## src/rtl/ub_read_sequencer.sv

```systemverilog
// ub_read_sequencer: issues unified-buffer read addresses for one matrix and streams it onto two lanes.
// Optional macro UB_RD_SKEW_EN: lane 1 runs one cycle behind lane 0 through an extra register stage.
module ub_read_sequencer #(
   parameter int UB_DEPTH = 128
) (
   input  logic        clk,
   input  logic        rst,
   input  logic        rd_start_in,
   input  logic        rd_transpose_in,
   input  logic [8:0]  rd_ptr_select_in,
   input  logic [15:0] rd_addr_in,
   input  logic [15:0] rd_row_size_in,
   input  logic [15:0] rd_col_size_in,
   output logic        mem_rd_en,
   output logic [15:0] mem_rd_addr_0,
   output logic [15:0] mem_rd_addr_1,
   input  logic [15:0] mem_rd_data_0,
   input  logic [15:0] mem_rd_data_1,
   output logic [15:0] lane_data_out_0,
   output logic [15:0] lane_data_out_1,
   output logic        lane_valid_out_0,
   output logic        lane_valid_out_1,
   output logic [2:0]  rd_dest_out,
   output logic [15:0] col_size_out,
   output logic        col_size_valid_out,
   output logic        busy,
   output logic        done,
   output logic        err
);

   typedef enum logic [1:0] {ST_IDLE, ST_ISSUE, ST_DRAIN, ST_DONE} state_t;

   localparam logic [15:0] ADDR_MASK = 16'(UB_DEPTH - 1);

   state_t      state_q, state_d;
   logic [15:0] cnt_q, cnt_d;
   logic [15:0] acc0_q, acc0_d;
   logic [15:0] acc1_q, acc1_d;
   logic [15:0] stride_q, stride_d;
   logic [15:0] nsize_q, nsize_d;
   logic [2:0]  dest_q, dest_d;
   logic        two_lane_q, two_lane_d;
   logic        csv_q, csv_d;
   logic        err_q, err_d;
   logic        rd_pend_q, rd_pend_d;
   logic        l0_valid_q, l0_valid_d;
   logic [15:0] l0_data_q, l0_data_d;
   logic        l1_valid_q, l1_valid_d;
   logic [15:0] l1_data_q, l1_data_d;

   logic [15:0] n_steps;
   logic [15:0] other_dim;
   logic [15:0] drain_last;
   logic        cmd_ok;
   logic        accept;
   logic        cap1;

   assign n_steps   = rd_transpose_in ? rd_col_size_in : rd_row_size_in;
   assign other_dim = rd_transpose_in ? rd_row_size_in : rd_col_size_in;
   assign cmd_ok    = (n_steps != 16'd0) && (other_dim != 16'd0) && (other_dim <= 16'd2)
                      && (rd_ptr_select_in <= 9'd4);
   assign accept    = rd_start_in && cmd_ok && (state_q == ST_IDLE);
   assign cap1      = rd_pend_q && two_lane_q;

   // Drain counter end value: lane 0 finishes two cycles after the last issue, skewed lane 1 one later.
`ifdef UB_RD_SKEW_EN
   assign drain_last = two_lane_q ? 16'd2 : 16'd1;
`else
   assign drain_last = 16'd1;
`endif

   always_comb begin
      state_d    = state_q;
      cnt_d      = cnt_q;
      acc0_d     = acc0_q;
      acc1_d     = acc1_q;
      stride_d   = stride_q;
      nsize_d    = nsize_q;
      dest_d     = dest_q;
      two_lane_d = two_lane_q;
      csv_d      = accept;
      err_d      = rd_start_in && !accept;
      rd_pend_d  = (state_q == ST_ISSUE);
      l0_valid_d = rd_pend_q;
      l0_data_d  = rd_pend_q ? mem_rd_data_0 : l0_data_q;

      case (state_q)
         ST_IDLE: begin
            if (accept) begin
               state_d    = ST_ISSUE;
               cnt_d      = n_steps - 16'd1;
               acc0_d     = rd_addr_in;
               // Lane 1 starts one column over (normal) or one row down (transpose).
               acc1_d     = rd_transpose_in ? (rd_addr_in + rd_col_size_in) : (rd_addr_in + 16'd1);
               stride_d   = rd_transpose_in ? 16'd1 : rd_col_size_in;
               nsize_d    = n_steps;
               dest_d     = rd_ptr_select_in[2:0];
               two_lane_d = (other_dim == 16'd2);
            end
         end
         ST_ISSUE: begin
            acc0_d = acc0_q + stride_q;
            acc1_d = acc1_q + stride_q;
            if (cnt_q == 16'd0) begin
               state_d = ST_DRAIN;
               cnt_d   = drain_last;
            end else begin
               cnt_d = cnt_q - 16'd1;
            end
         end
         ST_DRAIN: begin
            if (cnt_q == 16'd0) begin
               state_d = ST_DONE;
            end else begin
               cnt_d = cnt_q - 16'd1;
            end
         end
         default: begin
            state_d = ST_IDLE;
         end
      endcase
   end

`ifdef UB_RD_SKEW_EN
   logic        sk_valid_q, sk_valid_d;
   logic [15:0] sk_data_q, sk_data_d;

   always_comb begin
      sk_valid_d = cap1;
      sk_data_d  = cap1 ? mem_rd_data_1 : (two_lane_d ? sk_data_q : 16'd0);
      l1_valid_d = sk_valid_q;
      l1_data_d  = sk_valid_q ? sk_data_q : (two_lane_d ? l1_data_q : 16'd0);
   end

   always_ff @(posedge clk or posedge rst) begin
      if (rst) begin
         sk_valid_q <= 1'b0;
         sk_data_q  <= 16'd0;
      end else begin
         sk_valid_q <= sk_valid_d;
         sk_data_q  <= sk_data_d;
      end
   end
`else
   always_comb begin
      l1_valid_d = cap1;
      l1_data_d  = cap1 ? mem_rd_data_1 : (two_lane_d ? l1_data_q : 16'd0);
   end
`endif

   always_ff @(posedge clk or posedge rst) begin
      if (rst) begin
         state_q    <= ST_IDLE;
         cnt_q      <= 16'd0;
         acc0_q     <= 16'd0;
         acc1_q     <= 16'd0;
         stride_q   <= 16'd0;
         nsize_q    <= 16'd0;
         dest_q     <= 3'd0;
         two_lane_q <= 1'b0;
         csv_q      <= 1'b0;
         err_q      <= 1'b0;
         rd_pend_q  <= 1'b0;
         l0_valid_q <= 1'b0;
         l0_data_q  <= 16'd0;
         l1_valid_q <= 1'b0;
         l1_data_q  <= 16'd0;
      end else begin
         state_q    <= state_d;
         cnt_q      <= cnt_d;
         acc0_q     <= acc0_d;
         acc1_q     <= acc1_d;
         stride_q   <= stride_d;
         nsize_q    <= nsize_d;
         dest_q     <= dest_d;
         two_lane_q <= two_lane_d;
         csv_q      <= csv_d;
         err_q      <= err_d;
         rd_pend_q  <= rd_pend_d;
         l0_valid_q <= l0_valid_d;
         l0_data_q  <= l0_data_d;
         l1_valid_q <= l1_valid_d;
         l1_data_q  <= l1_data_d;
      end
   end

   assign mem_rd_en          = (state_q == ST_ISSUE);
   assign mem_rd_addr_0      = acc0_q & ADDR_MASK;
   assign mem_rd_addr_1      = acc1_q & ADDR_MASK;
   assign lane_data_out_0    = l0_data_q;
   assign lane_data_out_1    = l1_data_q;
   assign lane_valid_out_0   = l0_valid_q;
   assign lane_valid_out_1   = l1_valid_q;
   assign rd_dest_out        = dest_q;
   assign col_size_out       = nsize_q;
   assign col_size_valid_out = csv_q;
   assign busy               = (state_q != ST_IDLE);
   assign done               = (state_q == ST_DONE);
   assign err                = err_q;

endmodule

```

## config.mk

```make
export PLATFORM = sky130hd
export DESIGN_NAME = ub_read_sequencer
export DESIGN_NICKNAME = d
export VERILOG_FILES = /design/src/rtl/ub_read_sequencer.sv
export SDC_FILE = /design/constraint.sdc
export NUM_CORES = 1
export LEC_CHECK = 0
export ABC_CLOCK_PERIOD_IN_PS = 3550
export BUFFER_PORTS_ARGS = -buffer_cell sky130_fd_sc_hd__buf_2
export CORE_MARGIN = 3
export CORE_UTILIZATION = 40
export CTS_CLUSTER_SIZE = 30
export DETAILED_ROUTE_END_ITERATION = 10
export PLACE_DENSITY_LB_ADDON = 0.12
export SLEW_MARGIN = 5
export SYNTH_ARGS = -nofsm -noshare
export SYNTH_HDL_FRONTEND = slang
export SYNTH_SLANG_ARGS = --single-unit
```

## constraint.sdc

```tcl
create_clock -name clk -period 3.55 [get_ports clk]
set_clock_uncertainty 0.05 [all_clocks]
set_input_delay 0.71 -clock clk [delete_from_list [all_inputs] [get_ports clk]]
set_output_delay 0.71 -clock clk [all_outputs]
set_load 0.1 [all_outputs]
```

Word level (Yosys, flattened, before mapping)
Index checks and enable logic that the tools add are counted.
{ "op_classes": {"n_mux": 20, "n_reduce_logical": 19, "eq_ne": 9, "magnitude_cmp": 2, "addsub": 6} }
{ "op_table": {"columns": ["operator", "count"], "rows": [
  ["two-way mux 16 bit", 11],
  ["one-hot mux 16 bit (2 select lines)", 2],
  ["adder 16 bit", 3],
  ["one-hot mux 16 bit (3 select lines)", 1],
  ["nonzero test 16 bit", 2],
  ["subtractor 16 x 1 -> 16 bit (second input constant)", 2],
  ["adder 16 x 1 -> 16 bit (second input constant)", 1],
  ["equality test 16 x 2 -> 1 bit (second input constant)", 1],
  ["less-or-equal comparator 16 x 2 -> 1 bit (second input constant)", 1],
  ["zero test 16 bit", 1],
  ["less-or-equal comparator 9 x 3 -> 1 bit (second input constant)", 1],
  ["logical AND 1 bit", 7],
  ["two-way mux 2 bit", 3],
  ["inequality test 2 bit (second input constant)", 3],
  ["one-hot mux 2 bit (3 select lines)", 1],
  ["AND reduction 3 bit", 2],
  ["equality test 2 bit (second input constant)", 2],
  ["inequality test 2 x 1 -> 1 bit (second input constant)", 2],
  ["AND reduction 2 bit", 2],
  ["nonzero test 2 bit", 2],
  ["nonzero test 3 bit", 1],
  ["equality test 2 x 1 -> 1 bit (second input constant)", 1],
  ["zero test 2 bit", 1],
  ["two-way mux 1 bit", 2],
  ["zero test 1 bit", 1]
]} }
{ "totals": {"ff_bits": 123, "inputBits": 93} }

Logic depth before layout (Yosys ltp)
{ "depth": {"word_depth": 11, "depth_mapped": 16, "mapped_depth_nobuf": 11} }

Worst setup path after synthesis
OpenSTA, ideal clock, no wires.
{ "synth_timing": {"path_kind": "input to register", "from": "in rd_transpose_in", "to": "reg acc1_q[6]", "path_slack_ns": 0.222, "path_buffers": 4, "arrival_ns": 3.153, "path_stages": 13, "setup_ns": 0.125, "required_time_ns": 3.375, "cell_sequence": "buf_6 > buf_2 > buf_2 > buf_1 > mux2i_1 > ha_1 > inv_1 > a211oi_1 > nand4_2 > nand4_2 > o21ai_2 > a21boi_1 > o2bb2a_2"} }
{ "synth_via": {"elab_chain_cells": 9, "elab_cells_between_ends": 15, "cone_classes": "order compare: 1; eq/ne: 1; mux: 5; reduce/logical: 8"} }
{ "synth_lines": {"columns": ["element", "line_no", "rtl"], "rows": [
  ["start, declared", "9", "input logic rd_transpose_in,"],
  ["parallel branches: the longest is 9 deep, another holds less-or-equal comparator 16 x 2 -> 1 bit", null, null],
  ["end signal, assigned", "156", "acc1_q <= 16'd0;"],
  ["end signal, assigned", "172", "acc1_q <= acc1_d;"],
  ["end, declared", "38", "logic [15:0] acc1_q, acc1_d;"]
]} }
Several ways; the timed one is not identified. The select of a mux whose other input is x is not followed.
A chain may end at the register's enable or synchronous reset.

Worst setup path after layout
{ "layout_timing": {"from": "in rd_transpose_in", "to": "reg cnt_q[2]"} }
{ "layout_via": {"elab_chain_cells": 9, "elab_cells_between_ends": 15, "cone_classes": "add/sub: 1; order compare: 1; eq/ne: 1; mux: 4; reduce/logical: 8"} }
{ "layout_lines": {"columns": ["element", "line_no", "rtl"], "rows": [
  ["parallel branches: the longest is 9 deep, another holds less-or-equal comparator 16 x 2 -> 1 bit", null, null],
  ["end signal, assigned", "170", "cnt_q <= cnt_d;"],
  ["end, declared", "36", "logic [15:0] cnt_q, cnt_d;"]
]} }
Several ways; the timed one is not identified. The select of a mux whose other input is x is not followed.

==> run metrics <==
clock network latency to the later pin of the worst-skew pair 350 ps; number of antenna-violating nets in the routed design 0; number of buffers added to fix hold violations after cts 0; crit path buf inv count 1; Syn Area/Cell 9.23 sq um; register-to-register setup slack 590 ps; YS warnings 0; detailed-router iteration count before antenna repair 5; reported net switching power 0.703 mW; all-layer global routing usage 0.203; CTS HTree Levels 3; result of the run finished, final reports clean; NumNets Final 922; relative contribution of the clock network to total power 0.404; sequential fraction of design power 0.452; setup repair after global routing missed its margin no; headroom to the max-slew limit 0.271; Comb power frac 0.144; timing-limited maximum frequency 0.337 GHz; number of library cell types mapped by synthesis 69; largest net degree at the start of global routing 88; buffer count from post-CTS setup fixing 0; Max stage delay cell, worst path sky130_fd_sc_hd__a21boi_2; critical path's top delay family compound AO/OA/AOI/OAI gates; global route total overflow 0; power after layout 2.43 mW; setup violation total in the final timing report 0; IO Pins 183; detailed-route via count 5305; Die Outline Area 16300 sq um; final weighted congestion in routability-driven placement 0.905; Pleak 3.53 nW; Max Root-Sink Buffers 2; initial core utilization 0.417; clock transition at the register clock pins on the worst setup and hold paths after CTS 70 ps; final worst path period share 0.835; DP HPWL 12700 um; net switching fraction of the power 0.289; vias in the first global route 5138; Fin. Hold Viols 0; final critical delay including setup and external delays 2970 ps; row count 43; maximum cell stage delay along the critical path 560 ps; Gates resized, CTS repair 0; pin slew with the least headroom to its limit 1090 ps; overall die width 128 um; Internal 1.73 mW; number of synthesized register bits 96; Final TNS setup 0 ps; number of buffers inserted during clock tree synthesis 9; dominant register cell in the synthesized netlist sky130_fd_sc_hd__dfrtp_1; Hold Worst Slack 424 ps; share of final-layout standard cells stronger than drive strength 1 0.299; cell area after synthesis 5910 sq um; post-DR vias/cell 5.39; post-DR wirelength/cell 16.7 um; Core Box Area 14100 sq um; Worst setup SP type input pin; drt drc 0; vertical extent of the die 128 um; number of buffers inserted by port buffering 155; power density cells 340 nW/um^2; data arrival time at the worst-slack endpoint 3160 ps; maximum fanout count along the critical path 22; HP Class flop to flop; wire length reported by the detailed router 16400 um; maximum resistive drop on vdd 202 uV; number of max-slew violations in the final report 0; placement-stage cell area 6860 sq um; worst setup path category input pin to flop; max-capacitance violation count 0; core occupancy in the finished layout 0.506; First DRT Iteration DRCs 283; clk sink count 96; post-synthesis cell count 640; cell at the root of the clock tree sky130_fd_sc_hd__clkbuf_16; number of antenna violations at the first check in global routing 0; critical path required time 3740 ps; FFs w/ async S/R, synth 1.00; synth-to-layout area growth 21.2%; CTS tree built; wire length of the first global-routing pass 26600 um; worst-path cell chain buf_2 -> nor4b_1 -> nand4_1 -> a21oi_2 -> nand3_1 -> a21boi_2 -> o21ai_0 -> a22o_1; number of enable-type register cells in the synthesized netlist 0; number of diodes 0; sort of element at the end of the critical path flop; fraction of the yosys area taken by sequential cells 0.407; cell area after layout 7160 sq um
[sequential cells by signal, indices dropped and copies added, names as in the netlist]
signal and count:
lane_data_out_0 16, col_size_valid_out 1, lane_valid_out_1 1, state_q 2, lane_valid_out_0 1, rd_dest_out 3, lane_data_out_1 16, two_lane_q 1
cnt_q 16, acc0_q 7, err 1, acc1_q 7, stride_q 7, l0_valid_d 1, col_size_out 16
[layout by cell type (no fill, tap or decap), types with 3 or more instances in the layout]
cell type / count
sky130_fd_sc_hd__a211oi_1: 4
sky130_fd_sc_hd__a21o_1: 4
sky130_fd_sc_hd__a21oi_1: 39
sky130_fd_sc_hd__a21oi_2: 12
sky130_fd_sc_hd__a22o_1: 6
sky130_fd_sc_hd__a22oi_1: 3
sky130_fd_sc_hd__a31oi_1: 3
sky130_fd_sc_hd__and2_1: 11
sky130_fd_sc_hd__buf_2: 155
sky130_fd_sc_hd__buf_4: 20
sky130_fd_sc_hd__clkbuf_16: 9
sky130_fd_sc_hd__conb_1: 18
sky130_fd_sc_hd__dfrtp_1: 96
sky130_fd_sc_hd__fa_1: 3
sky130_fd_sc_hd__ha_1: 26
sky130_fd_sc_hd__inv_1: 21
sky130_fd_sc_hd__inv_6: 3
sky130_fd_sc_hd__mux2_2: 22
sky130_fd_sc_hd__mux2i_1: 10
sky130_fd_sc_hd__nand2_1: 73
sky130_fd_sc_hd__nand3_1: 6
sky130_fd_sc_hd__nor2_1: 52
sky130_fd_sc_hd__nor2b_1: 5
sky130_fd_sc_hd__nor3_1: 20
sky130_fd_sc_hd__nor4_1: 5
sky130_fd_sc_hd__nor4b_1: 3
sky130_fd_sc_hd__o211ai_1: 3
sky130_fd_sc_hd__o21ai_0: 51
sky130_fd_sc_hd__o21ai_1: 7
sky130_fd_sc_hd__o21bai_1: 8
sky130_fd_sc_hd__o22ai_1: 9
sky130_fd_sc_hd__o32ai_1: 6
sky130_fd_sc_hd__or3_1: 10
sky130_fd_sc_hd__or3b_1: 3
sky130_fd_sc_hd__or4_1: 5
sky130_fd_sc_hd__xnor2_1: 15
sky130_fd_sc_hd__xor2_1: 9
[final timing paths]
kind | startpoint | endpoint | depth (start not counted)
max | rd_transpose_in | cnt_q[2] | 8
min | col_size_out[15] | col_size_out[15] | 2
max reg2reg | state_q[0] | cnt_q[2] | 7
min reg2reg | col_size_out[15] | col_size_out[15] | 2
max in group asynchronous | rst | col_size_valid_out | 3
min in group asynchronous | rst | lane_data_out_0[2] | 2
[power groups by stage]
stage | Clock (mW) | Combinational, mW | Sequential [mW]
6_report | 0.982 | 0.350 | 1.10
4_1_cts | 1.00 | 0.351 | 1.10
2_1_floorplan | 0 | 0.228 | 1.15
3_5_place_dp | 0 | 0.350 | 1.12
3_3_place_gp | 0 | 0.346 | 1.12
5_1_grt | 1.05 | 0.380 | 1.10
[logic make-up after synthesis]
group,Yosys count,synth area share
AOI/OAI and AO/OA,178,0.195
DFF,96,0.407
xor gates and xnor gates,24,0.0356
buffers and inverters,66,0.0597
adders and majority gates,29,0.0652
and+or+nand+nor,214,0.178
other,1,0.000635
muxes,32,0.0589
[cell usage after synthesis, types with 10 or more instances]
library cell               count  area share
sky130_fd_sc_hd__a21oi_2      12       0.018
sky130_fd_sc_hd__nor3_1       20       0.017
sky130_fd_sc_hd__nand2_1      73       0.046
sky130_fd_sc_hd__and2_1       11       0.012
sky130_fd_sc_hd__xnor2_1      15       0.022
sky130_fd_sc_hd__buf_4        19       0.024
sky130_fd_sc_hd__or3_1        10       0.011
sky130_fd_sc_hd__nor2_1       52       0.033
sky130_fd_sc_hd__dfrtp_1      96        0.41
sky130_fd_sc_hd__mux2i_1      10       0.017
sky130_fd_sc_hd__mux2_2       22       0.042
sky130_fd_sc_hd__ha_1         26       0.055
sky130_fd_sc_hd__clkbuf_1     10      0.0064
sky130_fd_sc_hd__o21ai_0      51       0.043
sky130_fd_sc_hd__inv_1        22       0.014
sky130_fd_sc_hd__a21oi_1      39       0.033
[cell type report]
| class | instances | area (sq um) |
|---|---|---|
| fillers | 1304 | 6990 |
| multi-input cells | 495 | 3220 |
| flip-flops and latches | 96 | 2400 |
| repair buffers | 175 | 926 |
| clock buffers | 11 | 253 |
| well taps | 180 | 225 |
| inverters | 23 | 88.8 |
| clock inverters | 5 | 46.3 |
[through the flow]
stage	setup WS [ps]	instances
finish	585	985
global route	373	985
floorplan	222	657
global placement	365	969
CTS	630	985
detailed placement	279	969
[metal layers]
metal / vias to the layer above / track usage / part of all wire
met5: - / 0 / 0
met3: 13 / 0.0548 / 0.087
met1: 2500 / 0.286 / 0.46
li1: 2566 / - / -
met4: 0 / 0.0473 / 0.011
met2: 226 / 0.314 / 0.44
[worst register-to-register path: stages (launching register included)]
cell	delay, ps
sky130_fd_sc_hd__dfrtp_1	420
sky130_fd_sc_hd__inv_1	100
sky130_fd_sc_hd__ha_1	510
sky130_fd_sc_hd__inv_1	310
sky130_fd_sc_hd__a22oi_1	370
sky130_fd_sc_hd__a21boi_2	600
sky130_fd_sc_hd__o21ai_0	230
sky130_fd_sc_hd__a22o_1	270
Power figures use the tool's default switching activity.
